`config.mk`:
```
export PLATFORM = sky130hd
export DESIGN_NAME = alt_sensor_poll_seq
export DESIGN_NICKNAME = d
export VERILOG_FILES = /design/src/rtl/alt_sensor_poll_seq.sv
export SDC_FILE = /design/constraint.sdc
export NUM_CORES = 1
export LEC_CHECK = 0
export BUFFER_PORTS_ARGS = -buffer_cell sky130_fd_sc_hd__clkbuf_2
export CAP_MARGIN = 20
export CORE_ASPECT_RATIO = 0.8
export CORE_UTILIZATION = 30
export CTS_BUF_LIST = sky130_fd_sc_hd__clkbuf_16
export CTS_CLUSTER_DIAMETER = 50
export DETAILED_ROUTE_END_ITERATION = 16
export GPL_TIMING_DRIVEN = 0
export HOLD_SLACK_MARGIN = 0.12
export MAX_ROUTING_LAYER = met4
export REMOVE_ABC_BUFFERS = 1
export SLEW_MARGIN = 5
export SYNTH_ARGS = -nofsm -noshare
export SYNTH_HDL_FRONTEND = slang
export SYNTH_SLANG_ARGS = --single-unit
```
`constraint.sdc`:
```
create_clock -name clk -period 3.5 [get_ports clk]
set_clock_uncertainty 0.05 [all_clocks]
set_input_delay 0.525 -clock clk [delete_from_list [all_inputs] [get_ports clk]]
set_output_delay 0.525 -clock clk [all_outputs]
set_load 0.005 [all_outputs]
```
`src/rtl/alt_sensor_poll_seq.sv`:
```
// alt_sensor_poll_seq: configures an MPL3115A2-class sensor over a byte-level
// I2C master, polls its status register and publishes pressure/temperature
// samples together with per-channel delta, min and max.
module alt_sensor_poll_seq #(
    parameter logic [6:0] DEV_ADDR   = 7'h60,
    parameter logic [7:0] CTRL1_CFG  = 8'hB8,
    parameter logic [7:0] PT_CFG     = 8'h07,
    parameter int         P_W        = 20,
    parameter int         T_W        = 12,
    parameter int         POLL_DIV   = 1000,
    parameter int         RETRY_WAIT = 10000
) (
    input  logic           clk,
    input  logic           rst_n,
    input  logic           en,
    input  logic           clr_stats,
    output logic           i2c_ena,
    output logic [6:0]     i2c_addr,
    output logic           i2c_rw,
    output logic [7:0]     i2c_data_wr,
    input  logic [7:0]     i2c_data_rd,
    input  logic           i2c_busy,
    input  logic           i2c_ack_err,
    output logic [P_W-1:0] pressure,
    output logic [T_W-1:0] temp,
    output logic [P_W-1:0] delta_pressure,
    output logic [T_W-1:0] delta_temp,
    output logic [P_W-1:0] min_pressure,
    output logic [P_W-1:0] max_pressure,
    output logic [T_W-1:0] min_temp,
    output logic [T_W-1:0] max_temp,
    output logic           sample_valid,
    output logic           init_done,
    output logic           err,
    output logic [7:0]     err_cnt
);

    typedef enum logic [2:0] {
        S_IDLE      = 3'd0,
        S_INIT      = 3'd1,
        S_POLL_WAIT = 3'd2,
        S_RD_STAT   = 3'd3,
        S_RD_DATA   = 3'd4,
        S_UPDATE    = 3'd5,
        S_ERR_STOP  = 3'd6,
        S_ERR_WAIT  = 3'd7
    } state_t;

    state_t          state_r, state_next_s;
    logic            busy_d_r;
    logic            xact_busy_r;
    logic            xact_rd_r;
    logic [7:0]      xact_val_r;
    logic [2:0]      rise_cnt_r, fall_cnt_r, total_r;
    logic [1:0]      init_idx_r;
    logic [31:0]     wait_cnt_r;
    logic [4:0][7:0] rbuf_r;
    logic            seed_r, have_prev_r;

    logic            rise_s, fall_s, done_s, nack_s, start_s, wait_done_s;
    logic            xact_state_s, xact_rd_s;
    logic [7:0]      xact_reg_s, xact_wval_s;
    logic [2:0]      xact_total_s;
    logic [23:0]     raw_p_s;
    logic [15:0]     raw_t_s;
    logic [P_W-1:0]  p_new_s;
    logic [T_W-1:0]  t_new_s;
    logic            seed_s;
    logic            unused_s;

    // Busy edge detection and transaction completion/error qualifiers
    always_comb begin
        rise_s  = i2c_busy & ~busy_d_r;
        fall_s  = ~i2c_busy & busy_d_r;
        done_s  = xact_busy_r & fall_s & ~i2c_ack_err & ((fall_cnt_r + 3'd1) == total_r);
        nack_s  = xact_busy_r & fall_s & i2c_ack_err;
        raw_p_s = {rbuf_r[0], rbuf_r[1], rbuf_r[2]};
        raw_t_s = {rbuf_r[3], rbuf_r[4]};
        p_new_s = raw_p_s[23 -: P_W];
        t_new_s = raw_t_s[15 -: T_W];
        seed_s  = seed_r | clr_stats;
        unused_s = ^{raw_p_s, raw_t_s};
        if (state_r == S_POLL_WAIT) begin
            wait_done_s = (wait_cnt_r == 32'(POLL_DIV - 1));
        end else if (state_r == S_ERR_WAIT) begin
            wait_done_s = (wait_cnt_r == 32'(RETRY_WAIT - 1));
        end else begin
            wait_done_s = 1'b0;
        end
    end

    // State register
    always_ff @(posedge clk or negedge rst_n) begin
        if (!rst_n) begin
            state_r <= S_IDLE;
        end else begin
            state_r <= state_next_s;
        end
    end

    // Next-state logic
    always_comb begin
        state_next_s = state_r;
        case (state_r)
            S_IDLE: begin
                if (en) state_next_s = init_done ? S_POLL_WAIT : S_INIT;
                else    state_next_s = S_IDLE;
            end
            S_INIT: begin
                if (nack_s)                             state_next_s = S_ERR_STOP;
                else if (done_s && init_idx_r == 2'd2)  state_next_s = S_POLL_WAIT;
                else                                    state_next_s = S_INIT;
            end
            S_POLL_WAIT: begin
                if (!en)              state_next_s = S_IDLE;
                else if (wait_done_s) state_next_s = S_RD_STAT;
                else                  state_next_s = S_POLL_WAIT;
            end
            S_RD_STAT: begin
                if (nack_s)      state_next_s = S_ERR_STOP;
                else if (done_s) state_next_s = i2c_data_rd[3] ? S_RD_DATA : S_POLL_WAIT;
                else             state_next_s = S_RD_STAT;
            end
            S_RD_DATA: begin
                if (nack_s)      state_next_s = S_ERR_STOP;
                else if (done_s) state_next_s = S_UPDATE;
                else             state_next_s = S_RD_DATA;
            end
            S_UPDATE:   state_next_s = S_POLL_WAIT;
            S_ERR_STOP: begin
                if (!i2c_busy) state_next_s = S_ERR_WAIT;
                else           state_next_s = S_ERR_STOP;
            end
            S_ERR_WAIT: begin
                if (wait_done_s) state_next_s = S_INIT;
                else             state_next_s = S_ERR_WAIT;
            end
            default:    state_next_s = S_IDLE;
        endcase
    end

    // Per-state transaction descriptor and launch condition
    always_comb begin
        xact_state_s = 1'b0;
        xact_rd_s    = 1'b0;
        xact_reg_s   = 8'h00;
        xact_wval_s  = 8'h00;
        xact_total_s = 3'd2;
        case (state_r)
            S_INIT: begin
                xact_state_s = 1'b1;
                case (init_idx_r)
                    2'd0:    begin xact_reg_s = 8'h26; xact_wval_s = CTRL1_CFG;         end
                    2'd1:    begin xact_reg_s = 8'h13; xact_wval_s = PT_CFG;            end
                    default: begin xact_reg_s = 8'h26; xact_wval_s = CTRL1_CFG | 8'h01; end
                endcase
            end
            S_RD_STAT: begin
                xact_state_s = 1'b1;
                xact_rd_s    = 1'b1;
                xact_reg_s   = 8'h00;
                xact_total_s = 3'd2;
            end
            S_RD_DATA: begin
                xact_state_s = 1'b1;
                xact_rd_s    = 1'b1;
                xact_reg_s   = 8'h01;
                xact_total_s = 3'd6;
            end
            default: xact_state_s = 1'b0;
        endcase
        start_s = xact_state_s & ~xact_busy_r & ~i2c_busy;
    end

    // Transaction engine: launches requests, advances bytes on busy edges, captures reads
    always_ff @(posedge clk or negedge rst_n) begin
        if (!rst_n) begin
            busy_d_r    <= 1'b0;
            xact_busy_r <= 1'b0;
            xact_rd_r   <= 1'b0;
            xact_val_r  <= 8'h00;
            rise_cnt_r  <= 3'd0;
            fall_cnt_r  <= 3'd0;
            total_r     <= 3'd0;
            rbuf_r      <= {5{8'h00}};
            i2c_ena     <= 1'b0;
            i2c_addr    <= 7'h00;
            i2c_rw      <= 1'b0;
            i2c_data_wr <= 8'h00;
        end else begin
            busy_d_r <= i2c_busy;
            if (start_s) begin
                xact_busy_r <= 1'b1;
                xact_rd_r   <= xact_rd_s;
                xact_val_r  <= xact_wval_s;
                total_r     <= xact_total_s;
                rise_cnt_r  <= 3'd0;
                fall_cnt_r  <= 3'd0;
                i2c_ena     <= 1'b1;
                i2c_addr    <= DEV_ADDR;
                i2c_rw      <= 1'b0;
                i2c_data_wr <= xact_reg_s;
            end else if (xact_busy_r) begin
                if (rise_s) begin
                    if ((rise_cnt_r + 3'd1) < total_r) begin
                        rise_cnt_r <= rise_cnt_r + 3'd1;
                        i2c_rw     <= xact_rd_r;
                        if (!xact_rd_r) i2c_data_wr <= xact_val_r;
                        else            i2c_data_wr <= i2c_data_wr;
                    end else begin
                        i2c_ena <= 1'b0;
                    end
                end else if (fall_s) begin
                    if (i2c_ack_err) begin
                        i2c_ena     <= 1'b0;
                        xact_busy_r <= 1'b0;
                    end else begin
                        fall_cnt_r <= fall_cnt_r + 3'd1;
                        if (xact_rd_r && fall_cnt_r != 3'd0) rbuf_r[fall_cnt_r - 3'd1] <= i2c_data_rd;
                        else                                 rbuf_r <= rbuf_r;
                        if ((fall_cnt_r + 3'd1) == total_r) xact_busy_r <= 1'b0;
                        else                                xact_busy_r <= 1'b1;
                    end
                end else begin
                    xact_busy_r <= 1'b1;
                end
            end else begin
                xact_busy_r <= 1'b0;
            end
        end
    end

    // Sequencer bookkeeping: init step index and the poll/retry wait counter
    always_ff @(posedge clk or negedge rst_n) begin
        if (!rst_n) begin
            init_idx_r <= 2'd0;
            wait_cnt_r <= 32'd0;
        end else begin
            if (state_r != S_INIT) init_idx_r <= 2'd0;
            else if (done_s)       init_idx_r <= init_idx_r + 2'd1;
            else                   init_idx_r <= init_idx_r;
            if (state_next_s != state_r)                            wait_cnt_r <= 32'd0;
            else if (state_r == S_POLL_WAIT || state_r == S_ERR_WAIT) wait_cnt_r <= wait_cnt_r + 32'd1;
            else                                                    wait_cnt_r <= 32'd0;
        end
    end

    // Status flags: init completion, sticky error and saturating NACK count
    always_ff @(posedge clk or negedge rst_n) begin
        if (!rst_n) begin
            init_done <= 1'b0;
            err       <= 1'b0;
            err_cnt   <= 8'd0;
        end else begin
            if (state_r == S_INIT && done_s && init_idx_r == 2'd2) init_done <= 1'b1;
            else if (state_r == S_ERR_WAIT && wait_done_s)         init_done <= 1'b0;
            else                                                   init_done <= init_done;
            if (nack_s) begin
                err <= 1'b1;
                if (err_cnt != 8'hFF) err_cnt <= err_cnt + 8'd1;
                else                  err_cnt <= err_cnt;
            end else if (state_r == S_UPDATE) begin
                err <= 1'b0;
            end else begin
                err <= err;
            end
        end
    end

    // Sample publication: value, delta against previous, signed min/max tracking
    always_ff @(posedge clk or negedge rst_n) begin
        if (!rst_n) begin
            pressure       <= {P_W{1'b0}};
            temp           <= {T_W{1'b0}};
            delta_pressure <= {P_W{1'b0}};
            delta_temp     <= {T_W{1'b0}};
            min_pressure   <= {P_W{1'b0}};
            max_pressure   <= {P_W{1'b0}};
            min_temp       <= {T_W{1'b0}};
            max_temp       <= {T_W{1'b0}};
            sample_valid   <= 1'b0;
            seed_r         <= 1'b1;
            have_prev_r    <= 1'b0;
        end else if (state_r == S_UPDATE) begin
            pressure     <= p_new_s;
            temp         <= t_new_s;
            sample_valid <= 1'b1;
            seed_r       <= 1'b0;
            have_prev_r  <= 1'b1;
            if (have_prev_r) begin
                delta_pressure <= p_new_s - pressure;
                delta_temp     <= t_new_s - temp;
            end else begin
                delta_pressure <= {P_W{1'b0}};
                delta_temp     <= {T_W{1'b0}};
            end
            if (seed_s || $signed(p_new_s) < $signed(min_pressure)) min_pressure <= p_new_s;
            else                                                      min_pressure <= min_pressure;
            if (seed_s || $signed(p_new_s) > $signed(max_pressure)) max_pressure <= p_new_s;
            else                                                      max_pressure <= max_pressure;
            if (seed_s || $signed(t_new_s) < $signed(min_temp)) min_temp <= t_new_s;
            else                                                  min_temp <= min_temp;
            if (seed_s || $signed(t_new_s) > $signed(max_temp)) max_temp <= t_new_s;
            else                                                  max_temp <= max_temp;
        end else begin
            sample_valid <= 1'b0;
            if (clr_stats) seed_r <= 1'b1;
            else           seed_r <= seed_r;
        end
    end

endmodule

```
After elaboration in Yosys (flattened, before gate mapping). Cells that the tools add are included.

Add/sub/neg operators: 8. Magnitude comparators: 7. Eq/ne operators: 19. Multiplexer cells: 69. Bitwise gates (word level): 15. Reduce and logical (&&, ||, !) cells: 36.

Operators with widths (count): 32-bit two-way mux (2); 8-bit two-way mux (7); 3-bit two-way mux (15); 40-bit bitwise mux (1); 32-bit by 1-bit adder with 32-bit output, second input constant (1); 32-bit by 10-bit equality test with 1-bit output, second input constant (1); 32-bit by 14-bit equality test with 1-bit output, second input constant (1); 1-bit two-way mux (30); 8-bit demux with 3-bit select (1); 3-bit case mux with 8 select lines (1); 20-bit > comparator (1); 20-bit less-than comparator (1); 20-bit two-way mux (1); 20-bit subtractor (1); 8-bit case mux with 2 select lines (1); 2-bit nonzero test (8); 2-bit two-way mux (7); 3-bit equality test, second input constant (4); 12-bit > comparator (1); 12-bit less-than comparator (1); 12-bit two-way mux (1); 6-bit case mux with 2 select lines (1); 4-bit AND reduction (3); 12-bit subtractor (1); other kinds (31) (62).

Register bits after elaboration: 249. Bits of input ports: 14. Output and inout bits: 156. Word-level logic and storage cells: 187.

Longest topological paths before layout.
Word-level depth: 11. Gate-level depth with buffers: 11. Gate-level depth less buffers: 11.

Least setup slack after synthesis. Ideal clock, no wire load.

Path kind: register to register. From: register rbuf_r, in the netlist p_new_s[8]. To: register max_pressure[0]. Setup time: 0.125 ns. Arrival time: 2.476 ns. Data required time: 3.325 ns. Setup slack: 0.849 ns. Stages on the path, launching flop included: 10. Path buffers: 1. Clock period less this slack: 2.651 ns. Cell sequence: dfrtp_1 -> ha_1 -> or3_1 -> a221oi_2 -> o21ai_1 -> a211o_1 -> or3_1 -> a21oi_2 -> buf_6 -> mux2_4.

Word-level cells in the longest chain between the ends: 3.

RTL lines: from (decl) (RTL line 57) `logic [4:0][7:0] rbuf_r;`; from (signal assigned) (RTL line 185) `rbuf_r <= {5{8'h00}};`; from (signal, indexed assignment) (RTL line 219) `if (xact_rd_r && fall_cnt_r != 3'd0) rbuf_r[fall_cnt_r - 3'd1] <= i2c_data_rd;`; from (signal assigned) (RTL line 220) `else rbuf_r <= rbuf_r;`; 20-bit > comparator (RTL line 299) `if (seed_s || $signed(p_new_s) > $signed(max_pressure)) max_pressure <= p_new_s;`; 1-bit logical OR (RTL line 299); 2-bit AND reduction (no source line); to (signal assigned) (RTL line 278) `max_pressure <= {P_W{1'b0}};`; to (signal assigned) (RTL line 299); to (signal assigned) (RTL line 300) `else max_pressure <= max_pressure;`; to (decl) (RTL line 29) `output logic [P_W-1:0] max_pressure,`.

No other way between the ends. A chain may end at the register's enable or synchronous reset.

Worst setup path in the final report.
From: register state_r[1]. To: register max_pressure[2].

Word-level cells in the longest chain between the ends: 2.

RTL lines: from (decl) (RTL line 49) `state_t state_r, state_next_s;`; from (signal assigned) (RTL line 97) `state_r <= state_next_s;`; 3-bit equality test (RTL line 284) `end else if (state_r == S_UPDATE) begin`; 2-bit AND reduction (no source line).

No other way between the ends.

==> flow_metrics.env <==
export IMPL_status="completed"
export IMPL_die_w_um=232.7
export IMPL_fill_cells=4215
export IMPL_critical_path_arrival_ns=3.59
export IMPL_cts_tree="done"
export IMPL_timing_fmax_mhz=312.1
export IMPL_yosysWarningCount=0
export IMPL_crit_end="max_pressure[2]"
export IMPL_cts_buffers=30
export IMPL_grt_max_degree=96
export IMPL_num_rows=67
export IMPL_drive_gt1_frac=0.2297
export IMPL_worstHoldPathType="input pin to register"
export IMPL_synth_top_area_frac=0.4525
export IMPL_syn_to_final_growth_pct=19.29
export IMPL_hold_slack_ns=0.1863
export IMPL_async_reset_ff_frac=1.000
export IMPL_route_vias_total=9669
export IMPL_h_tree_depth=1
export IMPL_dp_cells=1948
export IMPL_cts_setup_buffers=0
export IMPL_synthFlopType="dfrtp_1"
export IMPL_rrSetupSlack_ns=0.30
export IMPL_drtIter0Drc=553
export IMPL_synthCells=1266
export IMPL_io_pin_count=170
export IMPL_crit_start="state_r[1]"
export IMPL_vdd_drop_max_mv=0.3980
export IMPL_crit_type="register to register"
export IMPL_ys_ff_latch=232
export IMPL_n_antenna_cell=0
export IMPL_start_util=0.3048
export IMPL_final_area_um2=15240
export IMPL_setup_slack_ns=0.2961
export IMPL_finalSetupViolCount=0
export IMPL_worst_slew_pin_slew_ns=0.8641
export IMPL_grt_total_usage=0.1559
export IMPL_post_dp_cell_area_um2=14250
export IMPL_finalHoldViolCount=0
export IMPL_yosysSeqAreaShare=0.4545
export IMPL_finalNonFillerCells=2006
export IMPL_regArea_um2=5807
export IMPL_coreArea_um2=41920
export IMPL_fin_util=0.3636
export IMPL_cp_max_fo=45
export IMPL_synth_distinct_cells=74
export IMPL_dp_slack_ns=0.03302
export IMPL_r2r_end="max_pressure[2]"
export IMPL_yosysTopAreaCell="dfrtp_1"
export IMPL_gp_congestion=0.8606
export IMPL_crit_path_end_kind="register"
export IMPL_synth_top_cells_by_count="dfrtp_1, nand2_1, inv_1, ha_1, o21ai_0"
export IMPL_postRouteAntennaNets=0
export IMPL_r2r_start="state_r[1]"
export IMPL_synth_edf_count=0
export IMPL_drc=0
export IMPL_maxSlewViolCount=0
export IMPL_multi_input_area_um2=6339
export IMPL_dieArea_um2=43420
export IMPL_antenna_found_initial=0
export IMPL_drt_pass1_iter_count=5
export IMPL_p_leak_nw=7.319
export IMPL_root_buffer="clkbuf_16"
export IMPL_cts_num_sinks=232
export IMPL_power_density_nw_per_um2=933.7
export IMPL_wl_per_cell_um=16.36
export IMPL_layout_nets=1551
export IMPL_syn_area_per_cell_um2=10.09
export IMPL_reg2reg_depth=9
export IMPL_grt_pass1_vias=9584
export IMPL_synth_area_um2=12780
export IMPL_viasPerCell=4.820
export IMPL_path_clk_slew_ns=0.06
export IMPL_synth_most_common_cell="dfrtp_1"
export IMPL_numPortBuffers=163
export IMPL_dieHeight_um=186.6
export IMPL_dp_hpwl_mm=24.41
export IMPL_finalWirelength_mm=32.83
export IMPL_post_route_period_util=0.9154
export IMPL_overflow=0
export IMPL_grt_pass1_wl_mm=52.45
export IMPL_yosys_top_cells_area="dfrtp_1, ha_1, mux2_2"
export IMPL_required_ns=3.89
export IMPL_clkLatencyLatePin_ns=0.55
export IMPL_slew_headroom=0.4195
export IMPL_fin_crit_ns=3.204
export IMPL_ctsLongestPathBuffers=3
export IMPL_startpoint_type="register"
export IMPL_drv_cap=0
export IMPL_rsz0062_at_grt="no"
[critical path: stages, from the launching register on]
cell and delay [ns]:
dfrtp_1 0.62, or2_4 0.45, buf_12 0.25, clkinv_2 0.35, buf_12 0.31, nand2_1 0.09, o31ai_1 0.10, a21oi_4 0.27
buf_16 0.22, mux2_4 0.31
[metrics by stage]
step / total power [mW] / setup TNS, ns
3_3_place_gp: 11.00 / -821.85
4_1_cts: 14.34 / 0
2_1_floorplan: 8.979 / 0
3_5_place_dp: 11.28 / 0
6_report: 14.23 / 0
5_1_grt: 15.44 / 0
[logic make-up after synthesis]
logic type               count (synthesis)  synth area share
AND/OR/NAND/NOR                        378            0.1415
flip-flops                             232            0.4545
AO/OA/AOI/OAI                          217            0.1052
buffers and inverters                  165           0.05278
adder cells (fa/ha/maj)                107            0.1060
multiplexers                            99           0.09274
XOR/XNOR                                67           0.04701
other                                    1         0.0002935
[worst min-delay path by stage]
stage,start,to,cells after the start
floorplan,rst_n,busy_d_r,0
finish,clr_stats,seed_r,3
global route,clr_stats,seed_r,3
global placement,xact_val_r[0],xact_val_r[0],2
detailed placement,delta_pressure[0],delta_pressure[0],2
CTS,clr_stats,seed_r,3
[state kept, by name, summed over array words and instances, names as in the netlist, 2 cells and up]
name,cells
total_r,2
state_r,3
xact_val_r,3
raw_t_s,12
pressure,20
wait_cnt_r,32
err_cnt,8
init_idx_r,2
delta_pressure,20
p_new_s,20
i2c_data_wr,6
fall_cnt_r,3
rise_cnt_r,3
max_pressure,20
max_temp,12
min_temp,12
min_pressure,20
delta_temp,12
temp,12
[routing by layer]
layer	share of wire	vias to the layer above	global-route usage
li1	-	4722	-
met2	0.45	201	0.2389
met4	0.028	0	0.04022
met5	0	-	-
met3	0.048	55	0.02873
met1	0.48	4691	0.2107
[cells in the final DEF (no fill, tap or decap), drive strengths merged, types with 3 or more instances in the layout]
cell     synthesis  routed
a2111oi          3       3
a211oi           8       8
a21boi           3       3
a21o            15      15
a21oi           37      37
a311o            3       3
a311oi           3       3
a31oi           11      11
and2             3       3
and3            19      19
and4             4       4
buf             18       9
clkbuf          29     194
clkinv           0      16
conb             1       6
dfrtp          231     231
ha             105     105
inv            118     123
mux2            95      95
mux2i            4       4
nand2          134     134
nand2b          11      11
nand3           32      32
nand3b           3       3
nand4           20      20
nor2            87      87
nor2b           14      14
nor3            17      17
nor4             8       8
o211ai           6       6
o21a            10      10
o21ai           91      91
o311ai           3       3
o31ai            5       5
or2              7       7
or3              7       7
xnor2           36      36
xor2            30      30
[what timing repair did]
item                                    in CTS  in global routing
endpoints found under the setup margin       0                 21
hold endpoints to repair                    48                  0
resized for setup                            0                  4
hold buffers                                 2                  0
[area by class of cell]
| class | instances | area share |
|---|---|---|
| Inverter | 118 | 0.02914 |
| Sequential cell | 232 | 0.3810 |
| Clock inverter | 25 | 0.01199 |
| Clock buffer | 31 | 0.05090 |
| Multi-Input combinational cell | 874 | 0.4159 |
| Tap cell | 552 | 0.04532 |
| Timing Repair Buffer | 174 | 0.06576 |
[where the power goes]
part	switching, mW	internal, mW
Sequential	0.886	3.41
Clock	1.21	1.75
Combinational	3.67	3.31
Total	5.77	8.46
No activity file was read; power rests on OpenSTA's default activity.
